--- src/rtl/k_and_s_pkg.sv ---
// k_and_s_pkg: shared types and constants for the K&S 16-bit processor.
//   decoded_instruction_type : instruction class produced by data_path.
//                              The 5-bit encoding leaves room for values that
//                              match no instruction; the sequencer treats those
//                              as no-ops.
//   ctrl_state_type          : control_unit sequencer states.
//   ctrl_out_type            : bundle of every control strobe driven by
//                              control_unit.
//   OP_*                     : ALU operation codes, shared with data_path.
package k_and_s_pkg;

   typedef enum logic [4:0] {
      I_NOP    = 5'd0,
      I_LOAD   = 5'd1,
      I_STORE  = 5'd2,
      I_MOVE   = 5'd3,
      I_ADD    = 5'd4,
      I_SUB    = 5'd5,
      I_AND    = 5'd6,
      I_OR     = 5'd7,
      I_BRANCH = 5'd8,
      I_BZERO  = 5'd9,
      I_BNZERO = 5'd10,
      I_BNEG   = 5'd11,
      I_BNNEG  = 5'd12,
      I_BOV    = 5'd13,
      I_BNOV   = 5'd14,
      I_HALT   = 5'd15
   } decoded_instruction_type;

   typedef enum logic [3:0] {
      FETCH  = 4'd0,
      DECODE = 4'd1,
      LOAD   = 4'd2,
      STORE  = 4'd3,
      MOVE   = 4'd4,
      ALU    = 4'd5,
      BRANCH = 4'd6,
      NOP    = 4'd7,
      HALT   = 4'd8
   } ctrl_state_type;

   localparam logic [1:0] OP_ADD = 2'b00;
   localparam logic [1:0] OP_AND = 2'b01;
   localparam logic [1:0] OP_OR  = 2'b10;
   localparam logic [1:0] OP_SUB = 2'b11;

   typedef struct packed {
      logic       branch;
      logic       pc_enable;
      logic       ir_enable;
      logic       addr_sel;
      logic       c_sel;
      logic [1:0] operation;
      logic       write_reg_enable;
      logic       flags_reg_enable;
      logic       ram_write_enable;
      logic       halt;
   } ctrl_out_type;

   // True for every conditional or unconditional branch instruction.
   function automatic logic is_branch_instr(input decoded_instruction_type instr);
      logic result;
      result = 1'b0;
      case (instr)
         I_BRANCH, I_BZERO, I_BNZERO, I_BNEG,
         I_BNNEG, I_BOV, I_BNOV: result = 1'b1;
         default:                result = 1'b0;
      endcase
      return result;
   endfunction

endpackage

--- src/rtl/control_unit.sv ---
// control_unit: multi-cycle Moore sequencer for the K&S 16-bit processor.
// Every instruction runs FETCH -> DECODE -> execute state -> FETCH, except
// HALT, which parks the machine until reset.
//
// Ports:
//   clk                  in   clock, rising edge
//   rst_n                in   asynchronous active-low reset
//   decoded_instruction  in   instruction class from data_path (IR decode)
//   zero_op, neg_op,
//   unsigned_overflow,
//   signed_overflow      in   registered ALU flags from data_path
//   branch               out  PC loads the branch target instead of PC+1
//   pc_enable            out  PC update on this edge
//   ir_enable            out  IR loads data_in
//   addr_sel             out  ram_addr source: 0 = PC, 1 = instruction address
//   c_sel                out  register write source: 0 = ALU, 1 = data_in
//   operation[1:0]       out  ALU operation (OP_ADD/OP_AND/OP_OR/OP_SUB)
//   write_reg_enable     out  register-file write
//   flags_reg_enable     out  flag register update
//   ram_write_enable     out  RAM write of data_out at ram_addr
//   halt                 out  processor stopped
module control_unit
   import k_and_s_pkg::*;
(
   input  logic                    clk,
   input  logic                    rst_n,
   input  decoded_instruction_type decoded_instruction,
   input  logic                    zero_op,
   input  logic                    neg_op,
   input  logic                    unsigned_overflow,
   input  logic                    signed_overflow,
   output logic                    branch,
   output logic                    pc_enable,
   output logic                    ir_enable,
   output logic                    addr_sel,
   output logic                    c_sel,
   output logic [1:0]              operation,
   output logic                    write_reg_enable,
   output logic                    flags_reg_enable,
   output logic                    ram_write_enable,
   output logic                    halt
);

   ctrl_state_type state_q;
   ctrl_state_type state_d;
   ctrl_out_type   ctrl_raw;
   ctrl_out_type   ctrl;

   // No branch condition looks at the unsigned carry flag.
   logic unused_flags;
   assign unused_flags = unsigned_overflow;

   // Branch resolution from the flags present in the BRANCH cycle.
   function automatic logic branch_taken(input decoded_instruction_type instr,
                                         input logic z,
                                         input logic n,
                                         input logic sv);
      logic taken;
      taken = 1'b0;
      case (instr)
         I_BRANCH: taken = 1'b1;
         I_BZERO:  taken = z;
         I_BNZERO: taken = ~z;
         I_BNEG:   taken = n;
         I_BNNEG:  taken = ~n;
         I_BOV:    taken = sv;
         I_BNOV:   taken = ~sv;
         default:  taken = 1'b0;
      endcase
      return taken;
   endfunction

   // ALU operation code for the arithmetic/logic instruction classes.
   function automatic logic [1:0] alu_op(input decoded_instruction_type instr);
      logic [1:0] op;
      op = OP_ADD;
      case (instr)
         I_ADD:   op = OP_ADD;
         I_AND:   op = OP_AND;
         I_OR:    op = OP_OR;
         I_SUB:   op = OP_SUB;
         default: op = OP_ADD;
      endcase
      return op;
   endfunction

   always_ff @(posedge clk or negedge rst_n) begin
      if (!rst_n) begin
         state_q <= FETCH;
      end else begin
         state_q <= state_d;
      end
   end

   always_comb begin
      state_d  = state_q;
      ctrl_raw = '0;
      case (state_q)
         FETCH: begin
            ctrl_raw.ir_enable = 1'b1;
            ctrl_raw.addr_sel  = 1'b0;
            state_d            = DECODE;
         end
         DECODE: begin
            case (decoded_instruction)
               I_LOAD:                     state_d = LOAD;
               I_STORE:                    state_d = STORE;
               I_MOVE:                     state_d = MOVE;
               I_ADD, I_SUB, I_AND, I_OR:  state_d = ALU;
               I_HALT:                     state_d = HALT;
               default: begin
                  if (is_branch_instr(decoded_instruction)) begin
                     state_d = BRANCH;
                  end else begin
                     state_d = NOP;
                  end
               end
            endcase
         end
         LOAD: begin
            ctrl_raw.addr_sel         = 1'b1;
            ctrl_raw.c_sel            = 1'b1;
            ctrl_raw.write_reg_enable = 1'b1;
            ctrl_raw.pc_enable        = 1'b1;
            state_d                   = FETCH;
         end
         STORE: begin
            ctrl_raw.addr_sel         = 1'b1;
            ctrl_raw.ram_write_enable = 1'b1;
            ctrl_raw.pc_enable        = 1'b1;
            state_d                   = FETCH;
         end
         MOVE: begin
            // data_path drives the source register onto both ALU inputs,
            // so OR passes it through unchanged; flags stay untouched.
            ctrl_raw.operation        = OP_OR;
            ctrl_raw.c_sel            = 1'b0;
            ctrl_raw.write_reg_enable = 1'b1;
            ctrl_raw.pc_enable        = 1'b1;
            state_d                   = FETCH;
         end
         ALU: begin
            ctrl_raw.operation        = alu_op(decoded_instruction);
            ctrl_raw.c_sel            = 1'b0;
            ctrl_raw.write_reg_enable = 1'b1;
            ctrl_raw.flags_reg_enable = 1'b1;
            ctrl_raw.pc_enable        = 1'b1;
            state_d                   = FETCH;
         end
         BRANCH: begin
            ctrl_raw.pc_enable = 1'b1;
            ctrl_raw.branch    = branch_taken(decoded_instruction, zero_op,
                                              neg_op, signed_overflow);
            state_d            = FETCH;
         end
         NOP: begin
            ctrl_raw.pc_enable = 1'b1;
            state_d            = FETCH;
         end
         HALT: begin
            ctrl_raw.halt = 1'b1;
            state_d       = HALT;
         end
         default: begin
            state_d = FETCH;
         end
      endcase
   end

   // Reset masks every strobe immediately, so a write in flight when rst_n
   // falls is killed in that same cycle rather than at the next edge. It
   // also keeps the FETCH strobes quiet while reset is held.
   assign ctrl = rst_n ? ctrl_raw : '0;

   assign branch           = ctrl.branch;
   assign pc_enable        = ctrl.pc_enable;
   assign ir_enable        = ctrl.ir_enable;
   assign addr_sel         = ctrl.addr_sel;
   assign c_sel            = ctrl.c_sel;
   assign operation        = ctrl.operation;
   assign write_reg_enable = ctrl.write_reg_enable;
   assign flags_reg_enable = ctrl.flags_reg_enable;
   assign ram_write_enable = ctrl.ram_write_enable;
   assign halt             = ctrl.halt;

endmodule
--- config.mk ---
export PLATFORM = sky130hd
export DESIGN_NAME = control_unit
export DESIGN_NICKNAME = d
export VERILOG_FILES = /design/src/rtl/k_and_s_pkg.sv /design/src/rtl/control_unit.sv
export SDC_FILE = /design/constraint.sdc
export NUM_CORES = 1
export LEC_CHECK = 0
export CORE_AREA = 2 2 39 41
export CTS_CLUSTER_DIAMETER = 40
export DETAILED_ROUTE_END_ITERATION = 7
export DIE_AREA = 0 0 41 43
export DONT_BUFFER_PORTS = 1
export HOLD_SLACK_MARGIN = 0.12
export SETUP_SLACK_MARGIN = 0.3
export SYNTH_ARGS = -nofsm -noshare
export SYNTH_HDL_FRONTEND = slang
export SYNTH_SLANG_ARGS = --single-unit
--- constraint.sdc ---
create_clock -name clk -period 1.98 [get_ports clk]
set_clock_uncertainty 0.2 [all_clocks]
set_input_delay 0.198 -clock clk [delete_from_list [all_inputs] [get_ports clk]]
set_output_delay 0.198 -clock clk [all_outputs]
set_load 0.01 [all_outputs]
Word-level counts from Yosys, hierarchy flattened
Cells that the tools add are included.
{"block": "op_classes", "eq_ne": 23, "mux": 19, "bitwise": 3, "reduce_logical": 7}
{"operator": "$eq A5 B4 Y1 const B", "n": 8}
{"operator": "$eq A5 B3 Y1 const B", "n": 4}
{"operator": "$pmux W4 S5", "n": 1}
{"operator": "$eq A4 B3 Y1 const B", "n": 4}
{"operator": "$mux W1", "n": 13}
{"operator": "$pmux W4 S3", "n": 1}
{"operator": "$mux W11", "n": 1}
{"operator": "$eq A5 B2 Y1 const B", "n": 2}
{"operator": "$eq A4 B2 Y1 const B", "n": 2}
{"operator": "$reduce_or A8 Y1", "n": 1}
{"operator": "$pmux W1 S7", "n": 1}
{"operator": "$reduce_or A7 Y1", "n": 1}
{"operator": "$pmux W2 S3", "n": 1}
{"operator": "$reduce_or A6 Y1", "n": 1}
{"operator": "$eq A5 B1 Y1 const B", "n": 1}
{"operator": "$eq A4 B1 Y1 const B", "n": 1}
{"operator": "$eq A4 B4 Y1 const B", "n": 1}
{"operator": "$logic_not A4 Y1", "n": 1}
{"operator": "$pmux W2 S2", "n": 1}
{"operator": "$reduce_or A4 Y1", "n": 1}
{"operator": "$not A1 Y1", "n": 3}
{"operator": "$reduce_or A3 Y1", "n": 1}
{"operator": "$reduce_or A2 Y1", "n": 1}
{"block": "totals", "ff_bits": 4, "input_bits": 11, "output_inout_bits": 11}

Longest topological paths before layout
{"block": "depth", "depth_word": 8, "mapped_depth": 5, "depth_no_buf": 4}

Worst setup path before layout
Ideal clock, no wire load.
{"block": "synth_path", "kind": "reg2out", "start": "reg state_q[3]", "end": "out c_sel", "arrival_time_ns": 1.234, "required_time_ns": 1.582, "path_slack_ns": 0.348, "path_stages_with_launch": 4, "path_cell_list": "dfrtp_1 > nand2b_4 > nor3b_1 > nor2b_1"}
{"block": "synth_between", "elab_chain_len": 3}
{"element": "from (decl)", "line_no": "control_unit.sv:44", "rtl": "ctrl_state_type state_q;"}
{"element": "from (signal assigned)", "line_no": "control_unit.sv:91", "rtl": "state_q <= state_d;"}
{"element": "$eq A4 B2 Y1", "line_no": "control_unit.sv:98", "rtl": "case (state_q)"}
{"element": "$mux W1", "line_no": "control_unit.sv:98"}
{"element": "$mux W11", "line_no": "control_unit.sv:173", "rtl": "assign ctrl = rst_n ? ctrl_raw : '0;"}
{"element": "to (decl)", "line_no": "control_unit.sv:36", "rtl": "output logic c_sel,"}
No other way between the ends.

Worst setup path in the final report
Ends and elaborated chain as after synthesis.

==> impl_results.md <==
- Outcome: completed
- Largest register FFs: 4
- CTS Buffer Depth: 2
- FP Rows: 14
- Final Non-Filler Cells: 87
- NetSw: 222 uW
- Placed Cells: 69
- Core Area: 1380 sq um
- Min cycle time layout: 1650 ps
- Ys Warns: 0
- Sw frac: 39.7%
- Period utilization: 83.1%
- WL final: 1.16 mm
- Inserted Clock Buffers: 3
- Top Family by Delay on Critical Path: simple AND/OR/NAND/NOR gates
- Setup crit end kind: output port
- Ratio of cells with drive above 1 in the final layout: 43.7%
- Initial antenna violation count: 0
- Slew HR: 64.9%
- Leak Pwr: 0.000264 uW
- Largest register by flop count: state_q
- Vias in the first global route: 448
- Area grow syn2layout: 41.7%
- Biggest regs: state_q (4)
- Critical path peak fanout: 6
- Die W: 41 um
- Critical Path Max Stage Delay: 370 ps
- Maximum VDD drop: 0.000348 V
- Mapped Nets: 66
- Hold slack: 53.2 ps
- Max-Cap Viols: 0
- CP cell instances: nand2b_4 > nor3b_2 > buf_4 > nor2b_4
- Clock Power Share: 17.8%
- Int Power: 337 uW
- GRT overflow: 0
- Num Clock Sinks: 4
- Vias: 487
- Min-delay worst type: input pin to flip-flop
- DRT iter0 DRCs: 9
- CTS tree: done
- DRT Pass-1 Iters: 4
- Post-detailed-route count of antenna-violating nets: 0
- Setup violations, final: 0
- Post-Syn Area: 483 sq um
- Chip height: 43 um
- Initial Util: 34.9%
- Via density: 5.60
- Critical path type: flip-flop to output port
- Max-slew violations: 0
- Worst endpoint required time: 1580 ps
- Most common cell after layout, fill and taps aside: dlygate4sd3_1
- IO buf count: 0
- Final hold violation count: 0
- Slowest cell on crit path: dfrtp_1
- Slew at the pin with the worst max-slew slack: 522 ps
- Clock Tree Root: clkbuf_4
- CP Buf/Inv Count: 1
- CP Data Arrival Time: 1250 ps
- Comb pwr share: 52.0%
- Largest net degree at the start of global routing: 11
- Antenna fix cells: 0
- IO Count: 22
- DRC: 0
- Routed wire per std cell: 13.4 um
- #FFs+latches synth: 4
- Clock latency on the worst-skew pair: 230 ps
- PwrDens: 817 nW/um^2
- Highest clock rate: 0.607 GHz
- Top-area cell type share of the netlist area: 20.7%
- Detailed placement HPWL: 739 um
- Post-synthesis sequential area ratio: 20.7%
- Die ar.: 1760 sq um
- RSZ-0062 raised after global routing: true
- GRT Util Overall: 15.4%
- Final nets: 84
- Worst-path clk slew: 40 ps
- Top cells by area, synth: dfrtp_1 21%, a2111oi_4 5.7%, nand2b_4 5.7%, buf_6 4.7%, nor2_1 4.7%
- Post-synth cell types: 30
- RD Place Congestion: 0.759
- Most frequent cells in the layout: 9 x dlygate4sd3_1, 7 x buf_4, 5 x nor2_1
- Global-route wire length before repair: 1.84 mm
- Sum Neg Setup Slack: 0 ps
- Post-synthesis cell count: 55
- Sequential share of power: 30.2%
- Worst Setup Start Kind: flip-flop
- Syn Area/Cell: 8.78 sq um
- Yosys top cell by area: dfrtp_1
- Htree depth: 1
==> path summary, 6_finish.rpt <==
check,endpoint,depth (start not counted),slack (ps),startpoint
min,state_q[1]$_DFF_PN0_,3,50,decoded_instruction[1]
max reg2reg,state_q[2]$_DFF_PN0_,4,560,state_q[3]$_DFF_PN0_
max in group asynchronous,state_q[1]$_DFF_PN0_,2,840,rst_n
min in group asynchronous,state_q[3]$_DFF_PN0_,2,560,rst_n
max,c_sel,4,330,state_q[3]$_DFF_PN0_
min reg2reg,state_q[3]$_DFF_PN0_,1,320,state_q[1]$_DFF_PN0_
==> layer usage <==
layer,up-vias,global-route usage (%),wire length (um)
li1,233,-,-
met1,239,19.0,506
met2,15,22.2,594
met3,0,4.19,62
met4,0,10.0,0
met5,-,0,0
==> stage by stage <==
step / power, uW / utilization (%) / area (sq um) / setup slack, ps
after floorplan: 315 / - / 483 / 348
after global placement: 339 / 34.9 / 483 / 425
after detailed placement: 340 / 34.9 / 483 / 404
after CTS: 538 / 46.4 / 642 / 302
after global routing: 604 / 49.5 / 684 / 256
final: 559 / 49.5 / 684 / 334
==> repair_timing <==
item,CTS,global route
resized for setup,12,2
buffers inserted,4,2
endpoints found under the setup margin,6,6
pin swaps,0,2
hold endpoints to repair,7,2
hold buffers,7,2
==> cell families after synthesis <==
logic type                after synthesis  share of synthesized area (%)
and+or+nand+nor                        32                           44.6
AOI/OAI and AO/OA                      10                           20.7
muxes                                   2                           4.15
DFF                                     4                           20.7
xor gates and xnor gates                1                           1.81
buffers and inverters                   6                           8.03
==> power by group through the flow <==
stage               sequential, uW  clock [uW]  combinational, uW
floorplan                      142           0                173
global placement               176           0                163
detailed placement             176           0                164
CTS                            168         105                266
global route                   174         110                320
finish                         169        99.3                291
==> Yosys cell counts, drive strengths merged <==
cell / instances
and4b: 1
nor3: 2
and2: 2
o32ai: 1
nand4: 1
a21boi: 1
mux2i: 2
buf: 3
o21ai: 1
nand2: 3
a311oi: 1
a21oi: 4
nand2b: 4
nor4: 3
nor3b: 2
nor2: 7
nand3: 1
or3b: 1
a2111oi: 1
inv: 3
and3: 2
nor2b: 1
a221oi: 1
dfrtp: 4
xnor2: 1
nand3b: 2
==> worst reg2reg max path: stages (launching register included) <==
cell and delay, ps:
dfrtp_1 370, buf_4 130, buf_4 140, nand3b_1 180, a311oi_1 290
==> layout make-up <==
class	count	area [sq um]
flip-flops and latches	4	104
inverters	3	11.3
fillers	142	699
clock buffers	3	22.5
multi-input cells	45	384
well taps	16	20.0
repair buffers	16	143
Note: power is estimated with default switching activity, not from simulation.
